File: src/rtl/uart_pkg.sv
// Shared types and defaults for the UART receive path.
package uart_pkg;

    localparam int unsigned CLKS_PER_BAUD_DEFAULT = 87;

    typedef enum logic [1:0] {
        IDLE  = 2'd0,
        START = 2'd1,
        DATA  = 2'd2,
        STOP  = 2'd3
    } rx_state_t;

endpackage

File: src/rtl/uart_rx.sv
// 8N1 UART receiver: input synchroniser, mid-bit sampling FSM, false-start
// rejection and stop-bit framing check.
module uart_rx
    import uart_pkg::*;
#(
    parameter int unsigned CLKS_PER_BAUD = CLKS_PER_BAUD_DEFAULT
) (
    input  logic       clk_10,
    input  logic       rst_n,
    input  logic       uart,
    output logic [7:0] rx_byte,
    output logic       rx_valid,
    output logic       frame_err
);

    localparam int unsigned     CNT_W     = $clog2(CLKS_PER_BAUD);
    localparam logic [CNT_W-1:0] HALF_LOAD = CNT_W'(CLKS_PER_BAUD / 2 - 1);
    localparam logic [CNT_W-1:0] FULL_LOAD = CNT_W'(CLKS_PER_BAUD - 1);

    logic             sync1;
    logic             rxs;
    rx_state_t        state, state_d;
    logic [CNT_W-1:0] cnt, cnt_d;
    logic [2:0]       bit_idx, bit_d;
    logic [7:0]       shift, shift_d;
    logic [7:0]       byte_d;
    logic             valid_d;
    logic             ferr_d;

    // Two-flop synchroniser; idles high like the line itself
    always_ff @(posedge clk_10 or negedge rst_n) begin
        if (!rst_n) begin
            sync1 <= 1'b1;
            rxs   <= 1'b1;
        end else begin
            sync1 <= uart;
            rxs   <= sync1;
        end
    end

    always_ff @(posedge clk_10 or negedge rst_n) begin
        if (!rst_n) begin
            state     <= IDLE;
            cnt       <= '0;
            bit_idx   <= '0;
            shift     <= '0;
            rx_byte   <= '0;
            rx_valid  <= 1'b0;
            frame_err <= 1'b0;
        end else begin
            state     <= state_d;
            cnt       <= cnt_d;
            bit_idx   <= bit_d;
            shift     <= shift_d;
            rx_byte   <= byte_d;
            rx_valid  <= valid_d;
            frame_err <= ferr_d;
        end
    end

    // Counter only runs down to zero; each state acts on the zero cycle
    always_comb begin
        state_d = state;
        cnt_d   = (cnt != '0) ? cnt - CNT_W'(1) : cnt;
        bit_d   = bit_idx;
        shift_d = shift;
        byte_d  = rx_byte;
        valid_d = 1'b0;
        ferr_d  = 1'b0;
        case (state)
            IDLE: begin
                if (!rxs) begin
                    state_d = START;
                    cnt_d   = HALF_LOAD;
                end
            end
            START: begin
                if (cnt == '0) begin
                    if (rxs) begin
                        state_d = IDLE;
                    end else begin
                        state_d = DATA;
                        bit_d   = 3'd0;
                        cnt_d   = FULL_LOAD;
                    end
                end
            end
            DATA: begin
                if (cnt == '0) begin
                    shift_d[bit_idx] = rxs;
                    cnt_d            = FULL_LOAD;
                    if (bit_idx == 3'd7) begin
                        state_d = STOP;
                    end else begin
                        bit_d = bit_idx + 3'd1;
                    end
                end
            end
            STOP: begin
                if (cnt == '0) begin
                    state_d = IDLE;
                    if (rxs) begin
                        byte_d  = shift;
                        valid_d = 1'b1;
                    end else begin
                        ferr_d = 1'b1;
                    end
                end
            end
            default: state_d = IDLE;
        endcase
    end

endmodule

File: src/rtl/uart_key_lock.sv
// Serial key lock: sliding window of the last KEY_BYTES framed bytes compared
// against a compile-time key, with registered open and LED outputs.
module uart_key_lock
    import uart_pkg::*;
#(
    parameter int unsigned               CLKS_PER_BAUD = CLKS_PER_BAUD_DEFAULT,
    parameter int unsigned               KEY_BYTES     = 8,
    parameter logic [8*KEY_BYTES-1:0]    KEY           = '0
) (
    input  logic       clk_10,
    input  logic       rst_n,
    input  logic       uart,
    output logic [7:0] rx_byte,
    output logic       rx_valid,
    output logic       frame_err,
    output logic       open,
    output logic       led_red,
    output logic       led_green
);

    localparam int unsigned      WIN_W     = 8 * KEY_BYTES;
    localparam int unsigned      FILL_W    = $clog2(KEY_BYTES + 1);
    localparam logic [FILL_W-1:0] FULL_FILL = FILL_W'(KEY_BYTES);

    logic [WIN_W-1:0]  window, window_d, shifted;
    logic [FILL_W-1:0] fill, fill_d;
    logic              open_d;

    uart_rx #(
        .CLKS_PER_BAUD(CLKS_PER_BAUD)
    ) u_rx (
        .clk_10   (clk_10),
        .rst_n    (rst_n),
        .uart     (uart),
        .rx_byte  (rx_byte),
        .rx_valid (rx_valid),
        .frame_err(frame_err)
    );

    // A one-byte window is simply replaced rather than shifted
    generate
        if (KEY_BYTES == 1) begin : g_single
            assign shifted = rx_byte;
        end else begin : g_multi
            assign shifted = {window[WIN_W-9:0], rx_byte};
        end
    endgenerate

    // Match is judged on the post-update window so open follows rx_valid by one cycle
    always_comb begin
        window_d = window;
        fill_d   = fill;
        open_d   = open;
        if (frame_err) begin
            window_d = '0;
            fill_d   = '0;
            open_d   = 1'b0;
        end else if (rx_valid) begin
            window_d = shifted;
            if (fill != FULL_FILL) begin
                fill_d = fill + FILL_W'(1);
            end
            open_d = (fill_d == FULL_FILL) && (window_d == KEY);
        end
    end

    always_ff @(posedge clk_10 or negedge rst_n) begin
        if (!rst_n) begin
            window    <= '0;
            fill      <= '0;
            open      <= 1'b0;
            led_red   <= 1'b0;
            led_green <= 1'b1;
        end else begin
            window    <= window_d;
            fill      <= fill_d;
            open      <= open_d;
            led_red   <= open_d;
            led_green <= !open_d;
        end
    end

endmodule

File: config.mk
export PLATFORM = sky130hd
export DESIGN_NAME = uart_key_lock
export DESIGN_NICKNAME = d
export VERILOG_FILES = /design/src/rtl/uart_pkg.sv /design/src/rtl/uart_rx.sv /design/src/rtl/uart_key_lock.sv
export SDC_FILE = /design/constraint.sdc
export NUM_CORES = 1
export LEC_CHECK = 0
export ABC_AREA = 1
export CAP_MARGIN = 40
export CELL_PAD_IN_SITES_DETAIL_PLACEMENT = 0
export CELL_PAD_IN_SITES_GLOBAL_PLACEMENT = 1
export CORE_MARGIN = 10
export CORE_UTILIZATION = 40
export DETAILED_ROUTE_END_ITERATION = 12
export PLACE_DENSITY = 0.79
export SYNTH_ARGS = -nofsm -noshare
export SYNTH_HDL_FRONTEND = slang
export SYNTH_SLANG_ARGS = --single-unit
File: constraint.sdc
create_clock -name clk_10 -period 1.5 [get_ports clk_10]
set_clock_uncertainty 0.15 [all_clocks]
set_input_delay 0.225 -clock clk_10 [delete_from_list [all_inputs] [get_ports clk_10]]
set_output_delay 0.225 -clock clk_10 [all_outputs]
set_load 0.1 [all_outputs]
* After elaboration in Yosys (flattened, before gate mapping)
Index checks and enable logic that the tools add are counted.
** Cells by class
- Add/subtract/negate cells :: 3
- $lt $le $gt $ge :: 2
- Equality and inequality tests :: 13
- Multiplexer cells :: 36
- Reduce and logical (&&, ||, !) cells :: 13
** Operators with widths (count)
- two-way mux 56 bit :: 2
- zero test 64 bit :: 1
- two-way mux 7 bit :: 5
- case mux 7 bit (3 select lines) :: 1
- two-way mux 4 bit :: 5
- two-way mux 2 bit :: 6
- two-way mux 3 bit :: 4
- AND reduction 5 bit :: 2
- two-way mux 1 bit :: 9
- bitwise mux 8 bit :: 1
- != test 2 x 1 -> 1 bit, second input constant :: 4
- case mux 2 bit (4 select lines) :: 1
- zero test 7 bit :: 1
- nonzero test 7 bit :: 1
- subtractor 7 x 1 -> 7 bit, second input constant :: 1
- != test 2 bit, second input constant :: 3
- case mux 3 bit (2 select lines) :: 1
- adder 4 x 1 -> 4 bit, second input constant :: 1
- equality test 2 bit, second input constant :: 2
- equality test 4 bit, second input constant :: 1
- < comparator 3 x 4 -> 1 bit, second input constant :: 1
- != test 4 bit, second input constant :: 1
- nonzero test 2 bit :: 2
- adder 3 x 1 -> 3 bit, second input constant :: 1
- 9 further kinds :: 10
** Storage, ports and cells
- Bits in registers :: 94
- Output and inout bits :: 13

* Depth between registers and ports, before layout
- Depth in word-level cells :: 9
- Mapped depth :: 10
- Mapped depth without buffers :: 10

* Hierarchy
A second synthesis with hierarchy kept.
** Second synthesis, totals
- Cells, all modules :: 475
- Area, all modules :: 4306.6 um^2
** Modules (own cells, without submodules)
- uart_key_lock :: times used 1, cells an instance 291, area an instance 2712.6 um^2
- uart_rx :: times used 1, cells an instance 184, area an instance 1594.0 um^2

* Worst setup path after synthesis
No wires, ideal clock.
- Path type :: reg-to-reg
- Start :: register u_rx.frame_err
- End :: register window[21]
- Library setup time :: 138 ps
- Data arrival time :: 1782 ps
- Data required time :: 1212 ps
- Path slack :: -570 ps
- Stages on the path, launching flop included :: 6
- Clock period less this slack :: 2070 ps
- Cells stage by stage :: dfrtp_1 -> inv_1 -> nand2_1 -> clkbuf_1 -> buf_2 -> o22ai_1
** Between the ends
- Word-level cells in the longest chain between the ends :: 1
- Elaborated cells on any way between the ends :: 2
- Classes of those cells :: mux: 1; reduce/logical: 1
** Ends and longest elaborated chain
- start: declaration :: line uart_rx.sv:13 : output logic frame_err
- start signal: assignment :: line uart_rx.sv:57 : frame_err <= ferr_d;
- two-way mux 56 bit / nonzero test 2 bit (equally long branches)
- end signal: assignment :: line uart_key_lock.sv:75 : window <= window_d;
- end: declaration :: line uart_key_lock.sv:25 : logic [WIN_W-1:0] window, window_d, shifted;
Several ways; a longest one is shown, not always the timed one.
A chain may end at the register's enable or synchronous reset.

* Worst setup path in the final report
- Start :: register u_rx.cnt[3]
- End :: register u_rx.cnt[1]
** Between the ends
- Word-level cells in the longest chain between the ends :: 5
- Elaborated cells on any way between the ends :: 8
- Classes of those cells :: mux: 6; reduce/logical: 2
** Ends and longest elaborated chain
- start: declaration :: line uart_rx.sv:23 : logic [CNT_W-1:0] cnt, cnt_d;
- start signal: assignment :: line uart_rx.sv:52 : cnt <= cnt_d;
- nonzero test 7 bit :: line uart_rx.sv:64 : cnt_d = (cnt != '0) ? cnt - CNT_W'(1) : cnt;
- two-way mux 7 bit :: line uart_rx.sv:64
- two-way mux 7 bit :: line uart_rx.sv:79 : if (rxs) begin
- two-way mux 7 bit :: line uart_rx.sv:78 : if (cnt == '0) begin
- case mux 7 bit (3 select lines) * :: line uart_rx.sv:70 : case (state)
- via u_rx.cnt_d[1] :: line uart_rx.sv:23
Mark *: on every way through the listed nets, which the timed path passes. The rest lies on a longest branch.

==> metrics.txt <==
status finished, violations left; violated checks negative setup slack; Setup crit end kind flop; largest stage delay on the critical path 0.43 ns; CP required 1.59 ns; vias in the first global route 3,500; Fin. Hold Viols 0; static leakage 2.73 nW; CTS Root Cell clkbuf_8; First DRT Iteration DRCs 202; Simple-Gate Fraction of Synth Area 21.9%; antenna-violating nets left 0; final core occ 54.6%; critical path data arrival time 1.70 ns; fraction of layout cells with a size suffix above 1 30.6%; Clock Path Buffers 2; total wire length 9630 um; largest family of logic cells by synthesized area simple AND/OR/NAND/NOR gates; CTS tree built; crit path max fanout 7; multiplexer share of the synthesized area 0%; TritonCTS Sinks 94; worst hold path type input pin to flop; Max Clk Rate 621 MHz; Synth Area per Inst 8.81 sq um; WP buf/inv 2; commonest non-fill, non-tap cell in the layout nand2_1; first-pass GRT wire length 16,400 um; FF+latch count, synth 94; Die Wd 124 um; Max-cap violations 0; most frequent cells in the layout 85 x nand2_1, 79 x dfrtp_1, 62 x inv_1; port bufs 15; sequential area share after synthesis 54.8%; crit path from u_rx.cnt[3]; Mapped Area 4300 sq um; R2R setup slack -0.11 ns; Global Route Usage Sum 13.2%; synthesis-to-finish area growth 32.3%; worst setup margin -0.109 ns; # DRC 0; Initial Util 41.3%; Post-DP HPWL 6720 um; # nets final 577; CP endpoint u_rx.cnt[1]; Die ar. 15,300 sq um; Final setup viols 24; Crit path depth 7; Post-Synthesis Cells 488; R2R Path End u_rx.cnt[1]; total number of vias 3,434; TritonRoute pass-1 iters 4; Yosys cell types 32; RePlAce Congestion 0.798; grt total ovfl 0; slowest cell on the critical path dfrtp_1; largest net degree at the start of global routing 29; fin crit share 107%; Synth top area share 53.0%; CTS Buf Count 9; xor/xnor share of the synthesized area 0.611%; Worst path top cell family by delay simple AND/OR/NAND/NOR gates; R2R Path Start u_rx.cnt[3]; setup TNS -1.49 ns; Core Area 10,400 sq um; diode count 0; Clock Pin Slew Worst Setup and Hold Paths 0.09 ns; wire per inst 13.7 um; peak supply drop 0.00112 V; Crit Path Class flop to flop; Critical Path, Cell by Cell nor2_4 -> nand2_4 -> nor2_8 -> inv_6 -> buf_4 -> o211ai_1 -> nand3_1; Clk Latency, worst-skew pair 0.36 ns; vias per cell 4.88; I/O pin count 16; Area contributors post-synth dfrtp_1 53%, nand2_1 8.8%, inv_1 6.2%; Worst-Margin Slew 0.403 ns; top cell type by total area after synthesis dfrtp_1; Synth Area in Compound Gates 11.3%; RSZ-0062 raised after global routing true; CTS H-Tree Depth 3; Slew Viols, Final 0; P per Cell Area 1230 nW/um^2; syn_nets 502; r2r worst-path depth 7; startpoint types flop; Worst slew margin 73.1%; Die H 124 um; synthesized-area fraction occupied by adder cells 3.20%; post-route minimum period 1.61 ns; Yosys warnings 0; initial antenna violation count 0; row count 37
==> logic make-up (layout without fill, tap and decap cells) <==
| logic type | count (synthesis) | in the layout |
|---|---|---|
| buffers and inverters | 89 | 168 |
| flip-flops | 94 | 94 |
| AO/OA/AOI/OAI | 84 | 84 |
| adder cells (fa/ha/maj) | 11 | 11 |
| AND/OR/NAND/NOR | 207 | 208 |
| XOR/XNOR | 3 | 3 |
==> layer usage <==
layer / vias up / wire [um] / global-route usage [%] / part of all wire (%)
met5: - / 0 / 0 / 0
met4: 0 / 82 / 3.57 / 0.85
met3: 9 / 269 / 2.90 / 2.8
met2: 37 / 4930 / 22.5 / 51
met1: 1659 / 4350 / 16.5 / 45
li1: 1729 / - / - / -
==> final cells by class <==
class                   count  area, sq um
multi-input cells         306         1800
flip-flops and latches     94         2380
clock inverters             5         42.5
repair buffers             76          851
clock buffers              11          141
fillers                   961         4730
inverters                  75          297
repair inverters            1         7.51
well taps                 136          170
==> cells in the mapped netlist, drive strengths merged <==
library cell  count
nand2           105
dfrtp            91
inv              75
nor2             62
o22ai            41
o21ai            39
nand3            32
ha               11
clkbuf            9
buf               5
nand4             4
dfstp             3
a21oi             2
nor3              2
xor2              2
a21o              1
nand3b            1
nor2b             1
o211ai            1
xnor2             1
==> per-stage QoR <==
stage                     cell area, sq um  std cells  power [mW]  hold WS [ns]  setup WS [ns]
after floorplan                       4390        488        4.17        -0.221       -0.00676
after detailed placement              5180        675        5.00        0.0323         -0.138
final                                 5690        704        7.01         0.117         -0.109
after global placement                5180        675        4.94        0.0398        -0.0822
after CTS                             5550        702        6.81        0.0988         -0.108
after global routing                  5690        704        7.44         0.117         -0.217
==> worst min path at each step <==
stage / to / slack [ns] / start / cells after the start
after floorplan: asynchronous set/reset pin / -0.22 / rst_n / 0
after global placement: window[43] / 0.04 / rst_n / 1
after detailed placement: window[43] / 0.03 / rst_n / 1
after CTS: u_rx.sync1 / 0.1 / uart / 1
after global routing: u_rx.sync1 / 0.12 / uart / 1
final: u_rx.sync1 / 0.12 / uart / 1
==> state kept, by name, summed over array words and instances, names as in the netlist, 3 cells and up, named ones only <==
signal and flops:
fill 4, u_rx.rx_byte 8, window 56, u_rx.bit_idx 3
u_rx.cnt 7, u_rx.shift 8
==> report_power, final <==
part / total, mW / leakage, nW / internal [mW] / switching [mW]
Combinational: 2.63 / 1.37 / 1.23 / 1.39
Sequential: 2.80 / 1.27 / 2.68 / 0.120
Clock: 1.59 / 0.0958 / 0.670 / 0.919
Total: 7.01 / 2.73 / 4.58 / 2.43
==> timing repair <==
action / in CTS / in global routing
buffers inserted: 8 / 2
hold buffers: 1 / 0
gates resized for setup: 29 / 36
hold endpoints to repair: 87 / 0
gates cloned: 2 / 0
endpoints found under the setup margin: 31 / 55
pin swaps: 8 / 10
Note: power is estimated with default switching activity, not from simulation.
